[config.mk]
export PLATFORM = sky130hd
export DESIGN_NAME = mips_fetch_queue
export DESIGN_NICKNAME = d
export VERILOG_FILES = /design/src/rtl/mips_fetch_queue.sv
export SDC_FILE = /design/constraint.sdc
export NUM_CORES = 1
export LEC_CHECK = 0
export ABC_AREA = 0
export BUFFER_PORTS_ARGS = -buffer_cell sky130_fd_sc_hd__buf_2
export CAP_MARGIN = 40
export CORE_ASPECT_RATIO = 1.25
export CORE_UTILIZATION = 45
export DETAILED_ROUTE_END_ITERATION = 6
export PLACE_DENSITY_LB_ADDON = 0.3
export REMOVE_ABC_BUFFERS = 1
export SLEW_MARGIN = 10
export SYNTH_ARGS = -nofsm -noshare
export SYNTH_HDL_FRONTEND = slang
export SYNTH_SLANG_ARGS = --single-unit
[constraint.sdc]
create_clock -name clk -period 2.12 [get_ports clk]
set_input_delay 0.424 -clock clk [delete_from_list [all_inputs] [get_ports clk]]
set_output_delay 0.424 -clock clk [all_outputs]
set_load 0.01 [all_outputs]
[src/rtl/mips_fetch_queue.sv]
// Instruction FIFO between the IFU and the MIPS->RISC-V translator.
// The head entry falls through to the translator; flush empties the queue for redirects.
module mips_fetch_queue #(
    parameter  int DEPTH = 4,
    localparam int CNT_W = $clog2(DEPTH + 1)
) (
    input  logic             clk,
    input  logic             pipe_rst_n,
    input  logic             flush,
    input  logic [31:0]      ifu_instr,
    input  logic             ifu_instr_valid,
    input  logic             ifu_instr_error,
    output logic             ifu_ready,
    output logic [31:0]      mips_instruction,
    output logic             mips_instr_valid,
    output logic             mips_instr_error,
    input  logic             translator_ready,
    output logic [CNT_W-1:0] occupancy
);

    localparam int               PTR_W    = $clog2(DEPTH);
    localparam logic [CNT_W-1:0] FULL_CNT = CNT_W'(DEPTH);

    logic [32:0]      mem_q [DEPTH];
    logic [PTR_W-1:0] wr_ptr_q, wr_ptr_d;
    logic [PTR_W-1:0] rd_ptr_q, rd_ptr_d;
    logic [CNT_W-1:0] count_q,  count_d;
    logic             push, pop;
    logic [32:0]      head;

    // ifu_ready depends on the stored count only, so a pop never frees a slot for the same cycle.
    assign ifu_ready        = (count_q != FULL_CNT);
    assign mips_instr_valid = (count_q != '0);
    assign push             = ifu_instr_valid & ifu_ready;
    assign pop              = mips_instr_valid & translator_ready;
    assign occupancy        = count_q;

    assign head             = mem_q[rd_ptr_q];
    assign mips_instruction = mips_instr_valid ? head[31:0] : 32'h0;
    assign mips_instr_error = mips_instr_valid ? head[32]   : 1'b0;

    always_comb begin
        wr_ptr_d = wr_ptr_q;
        rd_ptr_d = rd_ptr_q;
        count_d  = count_q;
        if (flush) begin
            wr_ptr_d = '0;
            rd_ptr_d = '0;
            count_d  = '0;
        end else begin
            if (push) wr_ptr_d = wr_ptr_q + PTR_W'(1);
            if (pop)  rd_ptr_d = rd_ptr_q + PTR_W'(1);
            case ({push, pop})
                2'b10:   count_d = count_q + CNT_W'(1);
                2'b01:   count_d = count_q - CNT_W'(1);
                default: count_d = count_q;
            endcase
        end
    end

    always_ff @(posedge clk or negedge pipe_rst_n) begin
        if (!pipe_rst_n) begin
            wr_ptr_q <= '0;
            rd_ptr_q <= '0;
            count_q  <= '0;
        end else begin
            wr_ptr_q <= wr_ptr_d;
            rd_ptr_q <= rd_ptr_d;
            count_q  <= count_d;
        end
    end

    // Storage needs no reset: empty entries are masked at the output.
    always_ff @(posedge clk) begin
        if (push && !flush) begin
            mem_q[wr_ptr_q] <= {ifu_instr_error, ifu_instr};
        end
    end

endmodule
=== Yosys cells after proc, flatten, opt, wreduce, memory -nomap -nowiden ===
Memories as Yosys holds them, arrays and structs flattened.
Index checks and enable logic that the tools add are counted.

* Bits in registers: 7
* Bits in latches: 0
* Bits in writable memories: 132
* Bits in read-only memories: 0
* Input bits: 38
* Output and inout port bits: 38
* Word-level logic and storage cells: 29
* Memories: 1

{| class="wikitable"
|+ Memories
! memory !! words !! bits a word !! read ports !! clocked after memory_dff !! wr ports !! RTL line !! source
|-
| mem_q || 4 || 33 || 1 || 0 || 1 || 24 || <nowiki>logic [32:0] mem_q [DEPTH];</nowiki>
|}

* Add/subtract/negate cells: 4
* Multiply operators: 0
* Div/mod/pow operators: 0
* Magnitude comparators: 0
* Eq/ne operators: 3
* Shift operators: 0
* Muxes and demuxes: 10
* Bitwise logic cells: 2
* Reduce and logical (&&, ||, !) cells: 6

{| class="wikitable"
|+ Operator list
! kind !! count
|-
| $mux W32 || 1
|-
| $mux W2 || 4
|-
| $pmux W3 S2 || 1
|-
| $reduce_bool A3 Y1 || 2
|-
| $add A2 B1 Y2 const B || 2
|-
| $reduce_bool A2 Y1 || 2
|-
| $add A3 B1 Y3 const B || 1
|-
| $mux W1 || 3
|-
| $mux W3 || 1
|-
| $ne A3 B3 Y1 const B || 1
|-
| $sub A3 B1 Y3 const B || 1
|-
| $and A1 B1 Y1 || 2
|-
| $eq A2 B1 Y1 const B || 1
|-
| $eq A2 B2 Y1 const B || 1
|-
| $logic_and A1 B1 Y1 || 1
|-
| $logic_not A1 Y1 || 1
|}

=== Longest topological paths before layout ===
Gate-level depths: netlist of the first run.

* Word-level depth: 5
* Gate-level depth with buffers: 7
* Mapped depth without buffers: 6

=== Worst setup path before layout of the first run ===
No wires, ideal clock.

* Kind: register -> register
* Start point: register count_q[2] (netlist: occupancy[2])
* End point: memory mem_q[2][0], enable pin
* Library setup time: 0.393 ns
* Arrival: 1.832 ns
* Setup slack: -0.106 ns
* Cell stages (with the launch flop): 5
* Clock period less this slack: 2.226 ns
* Cells stage by stage: dfrtp_1 > buf_2 > nor3b_1 > nor3_1 > and2_1

* Word-level cells in the longest chain between the ends: 5

{| class="wikitable"
|+ RTL lines
! what !! RTL line !! source
|-
| from (decl) || 27 || <nowiki>logic [CNT_W-1:0] count_q, count_d;</nowiki>
|-
| from (signal assigned) || 69 || <nowiki>count_q <= count_d;</nowiki>
|-
| $ne A3 B3 Y1 || 32 || <nowiki>assign ifu_ready = (count_q != FULL_CNT);</nowiki>
|-
| $and A1 B1 Y1 || 34 || <nowiki>assign push = ifu_instr_valid & ifu_ready;</nowiki>
|-
| $logic_and A1 B1 Y1 || 75 || <nowiki>if (push && !flush) begin</nowiki>
|-
| $mux W1 || 75 ||
|-
| $mux W1 (implied by the code) || 76 || <nowiki>mem_q[wr_ptr_q] <= {ifu_instr_error, ifu_instr};</nowiki>
|-
| to (decl) || 24 ||
|}

Every way passes these cells.

=== Worst setup path after layout of the first run ===
* Start point: register rd_ptr_q[0]
* End point: output mips_instr_error

* Word-level cells in the longest chain between the ends: 2

{| class="wikitable"
|+ RTL lines
! what !! RTL line !! source
|-
| from (decl) || 26 || <nowiki>logic [PTR_W-1:0] rd_ptr_q, rd_ptr_d;</nowiki>
|-
| from (signal assigned) || 68 || <nowiki>rd_ptr_q <= rd_ptr_d;</nowiki>
|-
| $mem_v2 Z4 W33 || -- ||
|-
| $mux W1 || 40 || <nowiki>assign mips_instr_error = mips_instr_valid ? head[32] : 1'b0;</nowiki>
|-
| to (decl) || 16 || <nowiki>output logic mips_instr_error,</nowiki>
|}

Every way passes these cells.

==> flow_metrics.env, run 1 <==
export IMPL_drt_pass1_iter_count=4
export IMPL_regToRegEndpoint="occupancy[1]"
export IMPL_antenna_found_initial=0
export IMPL_multi_input_area_mm2=0.00135
export IMPL_required_ns=1.70
export IMPL_syn_to_final_growth_pct=26.2
export IMPL_setup_worst_path_class="flip-flop to output pin"
export IMPL_grt_pass1_wl_um=16200
export IMPL_synthTopCellsByArea="edfxtp_1, mux4_2, nor2b_1, dfrtp_1, ha_1"
export IMPL_pwr_share_comb=0.192
export IMPL_core_area_mm2=0.0121
export IMPL_fmax_ghz=0.435
export IMPL_regArea_mm2=0.00414
export IMPL_drt_initial_drc_count=79
export IMPL_die_x_um=102
export IMPL_vias=2883
export IMPL_clk_latency_ns=0.40
export IMPL_power_density_mw_per_mm2=1100
export IMPL_finalWirelength_um=10200
export IMPL_whs_ns=0.228
export IMPL_tightest_slew_ns=0.382
export IMPL_skew_ns=0.00555
export IMPL_netlist_area_mm2=0.00557
export IMPL_r2r_worst_path_cells=5
export IMPL_worst_hold_path_num_cells=1
export IMPL_hpwl_um=6230
export IMPL_cp_startpoint="rd_ptr_q[0]"
export IMPL_postSynth_asyncResetShare=0.0504
export IMPL_synth_distinct_cells=34
export IMPL_vias_per_cell=5.21
export IMPL_post_synth_top_count_cell="edfxtp_1"
export IMPL_cts_buffers=17
export IMPL_rows=45
export IMPL_gr_total_overflow=0
export IMPL_hold_path_class="input port to flip-flop"
export IMPL_drt_wirelength_per_cell_um=18.5
export IMPL_drc=0
export IMPL_violations="negative setup slack"
export IMPL_ys_seq_elements=139
export IMPL_worst_r2r_setup_slack_ns=0.31
export IMPL_cp_max_fo=6
export IMPL_finalMaxSlewViolations=0
export IMPL_hold_viol_final=0
export IMPL_ys_warn_count=0
export IMPL_drive_above_1_share=0.432
export IMPL_cts_tree="yes"
export IMPL_min_period_ns=2.30
export IMPL_die_area_mm2=0.0128
export IMPL_place_gp_congestion=0.738
export IMPL_finalSetupViolations=33
export IMPL_irDropWorstVdd_mv=0.570
export IMPL_ioPinCount=76
export IMPL_synthFlopType="edfxtp_1"
export IMPL_ys_seq_area_frac=0.743
export IMPL_synth_edf_count=132
export IMPL_p_int_mw=5.94
export IMPL_cts_sinks=139
export IMPL_yosys_area_top_type="edfxtp_1"
export IMPL_slew_headroom=0.742
export IMPL_rsz0062_at_grt="yes"
export IMPL_grt_max_degree=34
export IMPL_die_y_um=126
export IMPL_pwr_share_seq=0.408
export IMPL_crit_reg2reg_launch="occupancy[1]"
export IMPL_synth_commonest_cells="edfxtp_1, mux4_2, nor2b_1"
export IMPL_port_buffers=75
export IMPL_p_clk_frac=0.399
export IMPL_syn_area_per_cell_um2=20.0
export IMPL_root_buffer="clkbuf_16"
export IMPL_cp_start_kind="flip-flop"
export IMPL_htree_num_levels=4
export IMPL_maxCapViolations=0
export IMPL_ant_nets=0
export IMPL_synth_top_area_share=0.712
export IMPL_finalCritPeriodShare=1.08
export IMPL_grt_total_usage=0.177
export IMPL_total_power_mw=7.76
export IMPL_start_util=0.460
export IMPL_endpoint="mips_instr_error"
export IMPL_p_switching_mw=1.82
export IMPL_nets=419
export IMPL_fillCellCount=916
export IMPL_utilization=0.581
export IMPL_setup_ws_ns=-0.180
export IMPL_clk_pin_slew_ns=0.06
export IMPL_outcome="finished, violations left"
export IMPL_worstPathArrival_ns=1.88
export IMPL_p_leak_nw=2.48
export IMPL_p_sw_frac=0.235
export IMPL_pre_cts_ws_ns=0.232
export IMPL_antenna_cells=0
export IMPL_synthCells=278
export IMPL_grt_pass1_vias=3067
export IMPL_cts_path_max_buffers=2
export IMPL_end_kind="output pin"
-- power groups by stage --
stage	registers, mW	clock network [mW]	logic (mW)
final	3.17	3.10	1.49
after global routing	3.18	3.26	1.63
after CTS	3.17	3.15	1.40
after detailed placement	3.22	0	1.40
after global placement	3.22	0	1.38
after floorplan	3.32	0	0.696
-- cell type report --
cell class / count / share of cell area
Inverter: 6 / 0.00320
Sequential cell: 139 / 0.589
Clock inverter: 15 / 0.0290
Multi-Input combinational cell: 116 / 0.192
Clock buffer: 17 / 0.0605
Timing Repair Buffer: 96 / 0.0970
Tap cell: 164 / 0.0292
-- logic make-up (layout without fill, tap and decap cells) --
| group | Yosys count | count (layout) | synth area share |
|---|---|---|---|
| and+or+nand+nor | 58 | 58 | 0.0636 |
| muxes | 33 | 33 | 0.133 |
| AOI/OAI and AO/OA | 17 | 17 | 0.0193 |
| xor gates and xnor gates | 3 | 3 | 0.00472 |
| buffers and inverters | 23 | 134 | 0.0234 |
| adders and majority gates | 5 | 5 | 0.0126 |
| DFF | 139 | 139 | 0.743 |
-- critical path, cell delays in order, from the launching register on --
cell and delay (ns):
dfrtp_2 0.43, buf_12 0.13, buf_12 0.12, mux4_2 0.50, nor2b_1 0.15, buf_2 0.14
-- worst min path at each step --
stage / start / end / slack, ns
after global routing: ifu_instr[3] / mem_q[2][3] / 0.22
final: ifu_instr[28] / mem_q[2][28] / 0.23
after global placement: pipe_rst_n / occupancy[1] / 0.28
after detailed placement: pipe_rst_n / occupancy[1] / 0.27
after floorplan: pipe_rst_n / occupancy[0] / 0.13
after CTS: ifu_instr[3] / mem_q[2][3] / 0.22
-- routing by layer --
layer / wire length, um / vias to the layer above / global-route usage
met1: 4000 / 1489 / 0.212
met4: 169 / 0 / 0.0716
met2: 5600 / 82 / 0.299
met3: 461 / 15 / 0.0501
met5: 0 / - / 0
li1: - / 1297 / -
-- registers in the layout, summed over array words and instances (netlist names) --
name,cells
occupancy,3
rd_ptr_q,2
mem_q,132
wr_ptr_q,2
-- repair_timing --
item,in CTS,in global routing
resized for setup,2,12
setup endpoints to repair,34,34
setup buffers,0,1
hold endpoints to repair,7,0
cloned,0,1
hold buffers,1,0
-- per-stage QoR --
| stage | area (um^2) | setup TNS (ns) | cells |
|---|---|---|---|
| global route | 7030 | -6.52 | 553 |
| CTS | 6930 | -4.84 | 551 |
| detailed placement | 6280 | 0 | 518 |
| global placement | 6280 | 0 | 518 |
| finish | 7030 | -4.39 | 553 |
| floorplan | 5460 | -31.88 | 261 |
-- cells in the final DEF (no fill, tap or decap), drive strengths merged --
cell type    synthesis  layout
bufinv               0       5
nor3b                2       2
o22ai                2       2
and2                 5       5
xnor2                1       1
dfrtp                7       7
a31oi                1       1
dlygate4sd3          0       1
nor2b               33      33
a21oi                6       6
a2111oi              1       1
a22oi                1       1
nor3                 2       2
fa                   1       1
nand2b               4       4
or3                  1       1
a221oi               1       1
nand3                3       3
clkinv               0       8
inv                  6       6
nor4                 1       1
nor2                 5       5
a211oi               1       1
clkbuf               3      18
mux4                33      33
o311ai               1       1
nand3b               2       2
buf                 14      94
clkinvlp             0       2
o31ai                1       1
o21ai                2       2
edfxtp             132     132
xor2                 2       2
ha                   4       4
No activity file was read; power rests on OpenSTA's default activity.
==> run 2, diff against run 1 <==
==> constraint.sdc (replaced) <==
create_clock -name clk -period 2.4 [get_ports clk]
set_input_delay 0.12 -clock clk [delete_from_list [all_inputs] [get_ports clk]]
set_output_delay 0.12 -clock clk [all_outputs]
set_load 0.01 [all_outputs]
==> run 2 against run 1 <==
  * The run now ends clean
  * Design area increased by 3.0%
  * Non-clock buffer count increased by 27
  * Via count increased by 0.31%
  * Worst setup slack improved by 0.50 ns
  * Final cell count increased by 4.9%
  * First-iteration DRC count increased by 70%
  * Routed wire length increased by 1.4%
  * Critical path depth unchanged
  * Clock power decreased by 15%
  * Combinational power decreased by 19%
  * Worst hold slack got worse by 0.15 ns
==> flow_metrics.env, run 2 (same netlist as run 1, synthesis figures left out) <==
export IMPL_vias=2892
export IMPL_cpLargestDelayFamily="flip-flops"
export IMPL_hold_viol_final=0
export IMPL_worstPathCellList="o31ai_1 -> nor2_1 -> fa_1 -> a31oi_1 -> nor4_1"
export IMPL_vias_per_cell=4.99
export IMPL_end_kind="flip-flop"
export IMPL_hpwl_um=6710
export IMPL_clk_latency_ns=0.40
export IMPL_cp_num_buf_inv=0
export IMPL_hold_path_class="input port to asynchronous set/reset pin"
export IMPL_rows=45
export IMPL_grt_pass1_wl_um=16600
export IMPL_critical_path_slowest_cell="dfrtp_1"
export IMPL_cts_buffers=17
export IMPL_slew_headroom=0.691
export IMPL_worstPathArrival_ns=2.37
export IMPL_root_buffer="clkbuf_16"
export IMPL_grt_pass1_vias=3071
export IMPL_whs_ns=0.0776
export IMPL_finalWirelength_um=10400
export IMPL_p_sw_frac=0.236
export IMPL_fmax_ghz=0.481
export IMPL_cts_tree="yes"
export IMPL_cp_start_kind="flip-flop"
export IMPL_antenna_cells=0
export IMPL_ioPinCount=76
export IMPL_layout_common_cells="edfxtp_1, buf_2, dlygate4sd3_1, mux4_2, nor2b_1"
export IMPL_finalMaxSlewViolations=0
export IMPL_required_ns=2.69
export IMPL_finalSetupViolations=0
export IMPL_tightest_slew_ns=0.458
export IMPL_start_util=0.460
export IMPL_ant_nets=0
export IMPL_regMostFlops="mem_q"
export IMPL_core_area_mm2=0.0121
export IMPL_power_density_mw_per_mm2=921
export IMPL_cp_max_fo=13
export IMPL_syn_to_final_growth_pct=30.0
export IMPL_largest_reg_flops=132
export IMPL_drc=0
export IMPL_tns_ns=0
export IMPL_maxCapViolations=0
export IMPL_grt_total_usage=0.181
export IMPL_drt_wirelength_per_cell_um=17.9
export IMPL_layout_commonest_cell="edfxtp_1"
export IMPL_grt_max_degree=31
export IMPL_drive_above_1_share=0.382
export IMPL_gr_total_overflow=0
export IMPL_slowest_delay_ns=0.54
export IMPL_p_int_mw=5.10
export IMPL_p_clk_frac=0.397
export IMPL_die_x_um=102
export IMPL_port_buffers=75
export IMPL_drt_initial_drc_count=134
export IMPL_outcome="complete, no violations"
export IMPL_place_gp_congestion=0.748
export IMPL_htree_num_levels=4
export IMPL_cts_path_max_buffers=2
export IMPL_antenna_found_initial=0
export IMPL_clk_pin_slew_ns=0.06
export IMPL_drt_pass1_iter_count=4
export IMPL_setup_worst_path_class="flip-flop to flip-flop"
export IMPL_pwr_share_seq=0.423
export IMPL_rsz0062_at_grt="no"
export IMPL_cts_sinks=139
export IMPL_skew_ns=0.00926
export IMPL_cts_resized=0
export IMPL_irDropWorstVdd_mv=0.475
export IMPL_pwr_share_comb=0.180
export IMPL_min_period_ns=2.08
export IMPL_p_switching_mw=1.57
export IMPL_die_y_um=126
export IMPL_die_area_mm2=0.0128
export IMPL_post_cts_buffers=0
export IMPL_p_leak_nw=2.54
export IMPL_nets=446
export IMPL_finalCritPeriodShare=0.867
[run 2: changes by cell type in the layout (fill, tap and decap cells not counted), sizes merged]
cell / delta
dlygate4sd3: +34
clkinv: -5
bufinv: -2
clkbuf: +4
clkinvlp: +2
buf: -6
[run 2: path summary, 6_finish.rpt]
check                                 from            to  slack, ns  depth (start not counted)
max                           occupancy[1]  occupancy[1]       0.32                          5
min                             pipe_rst_n  occupancy[0]       0.08                          2
max reg2reg                   occupancy[1]  occupancy[1]       0.32                          5
min reg2reg                    wr_ptr_q[0]   wr_ptr_q[0]       0.61                          2
max in group asynchronous       pipe_rst_n   rd_ptr_q[1]       2.13                          2
min in group clk           ifu_instr_valid   wr_ptr_q[1]       0.08                          3
[run 2: metrics by stage]
step | total power, mW | setup slack, ns | util | instances | instance area (um^2)
finish | 6.67 | 0.319 | 0.598 | 580 | 7240
global route | 6.94 | 0.171 | 0.598 | 580 | 7240
CTS | 6.75 | 0.273 | 0.598 | 580 | 7240
detailed placement | 4.05 | 0.285 | 0.518 | 513 | 6270
global placement | 4.03 | 0.416 | 0.518 | 513 | 6270
floorplan | 3.55 | 0.0297 | - | 261 | 5460
[run 2: layer usage]
metal	part of all wire	up-vias	track usage	wire length, um
li1	-	1357	-	-
met1	0.41	1467	0.210	4230
met2	0.56	62	0.322	5760
met3	0.028	6	0.0435	286
met4	0.0095	0	0.0622	99
met5	0	-	0	0
[run 2: area by class of cell]
type / instances / area (um^2)
well taps: 164 / 205
inverters: 6 / 22.5
fillers: 872 / 4860
clock buffers: 22 / 484
clock inverters: 10 / 139
flip-flops and latches: 139 / 4140
multi-input cells: 116 / 1310
repair buffers: 123 / 936
[run 2: power groups by stage]
stage | logic (mW) | clock network (mW) | registers (mW)
2_1_floorplan | 0.615 | 0 | 2.94
3_3_place_gp | 1.17 | 0 | 2.86
3_5_place_dp | 1.18 | 0 | 2.87
4_1_cts | 1.23 | 2.69 | 2.82
5_1_grt | 1.32 | 2.79 | 2.83
6_report | 1.20 | 2.65 | 2.82
[run 2: repair_timing]
| action | 4_1_cts | 5_1_grt |
|---|---|---|
| setup endpoints to repair | 0 | 0 |
| hold endpoints to repair | 143 | 0 |
| hold buffers | 35 | 0 |
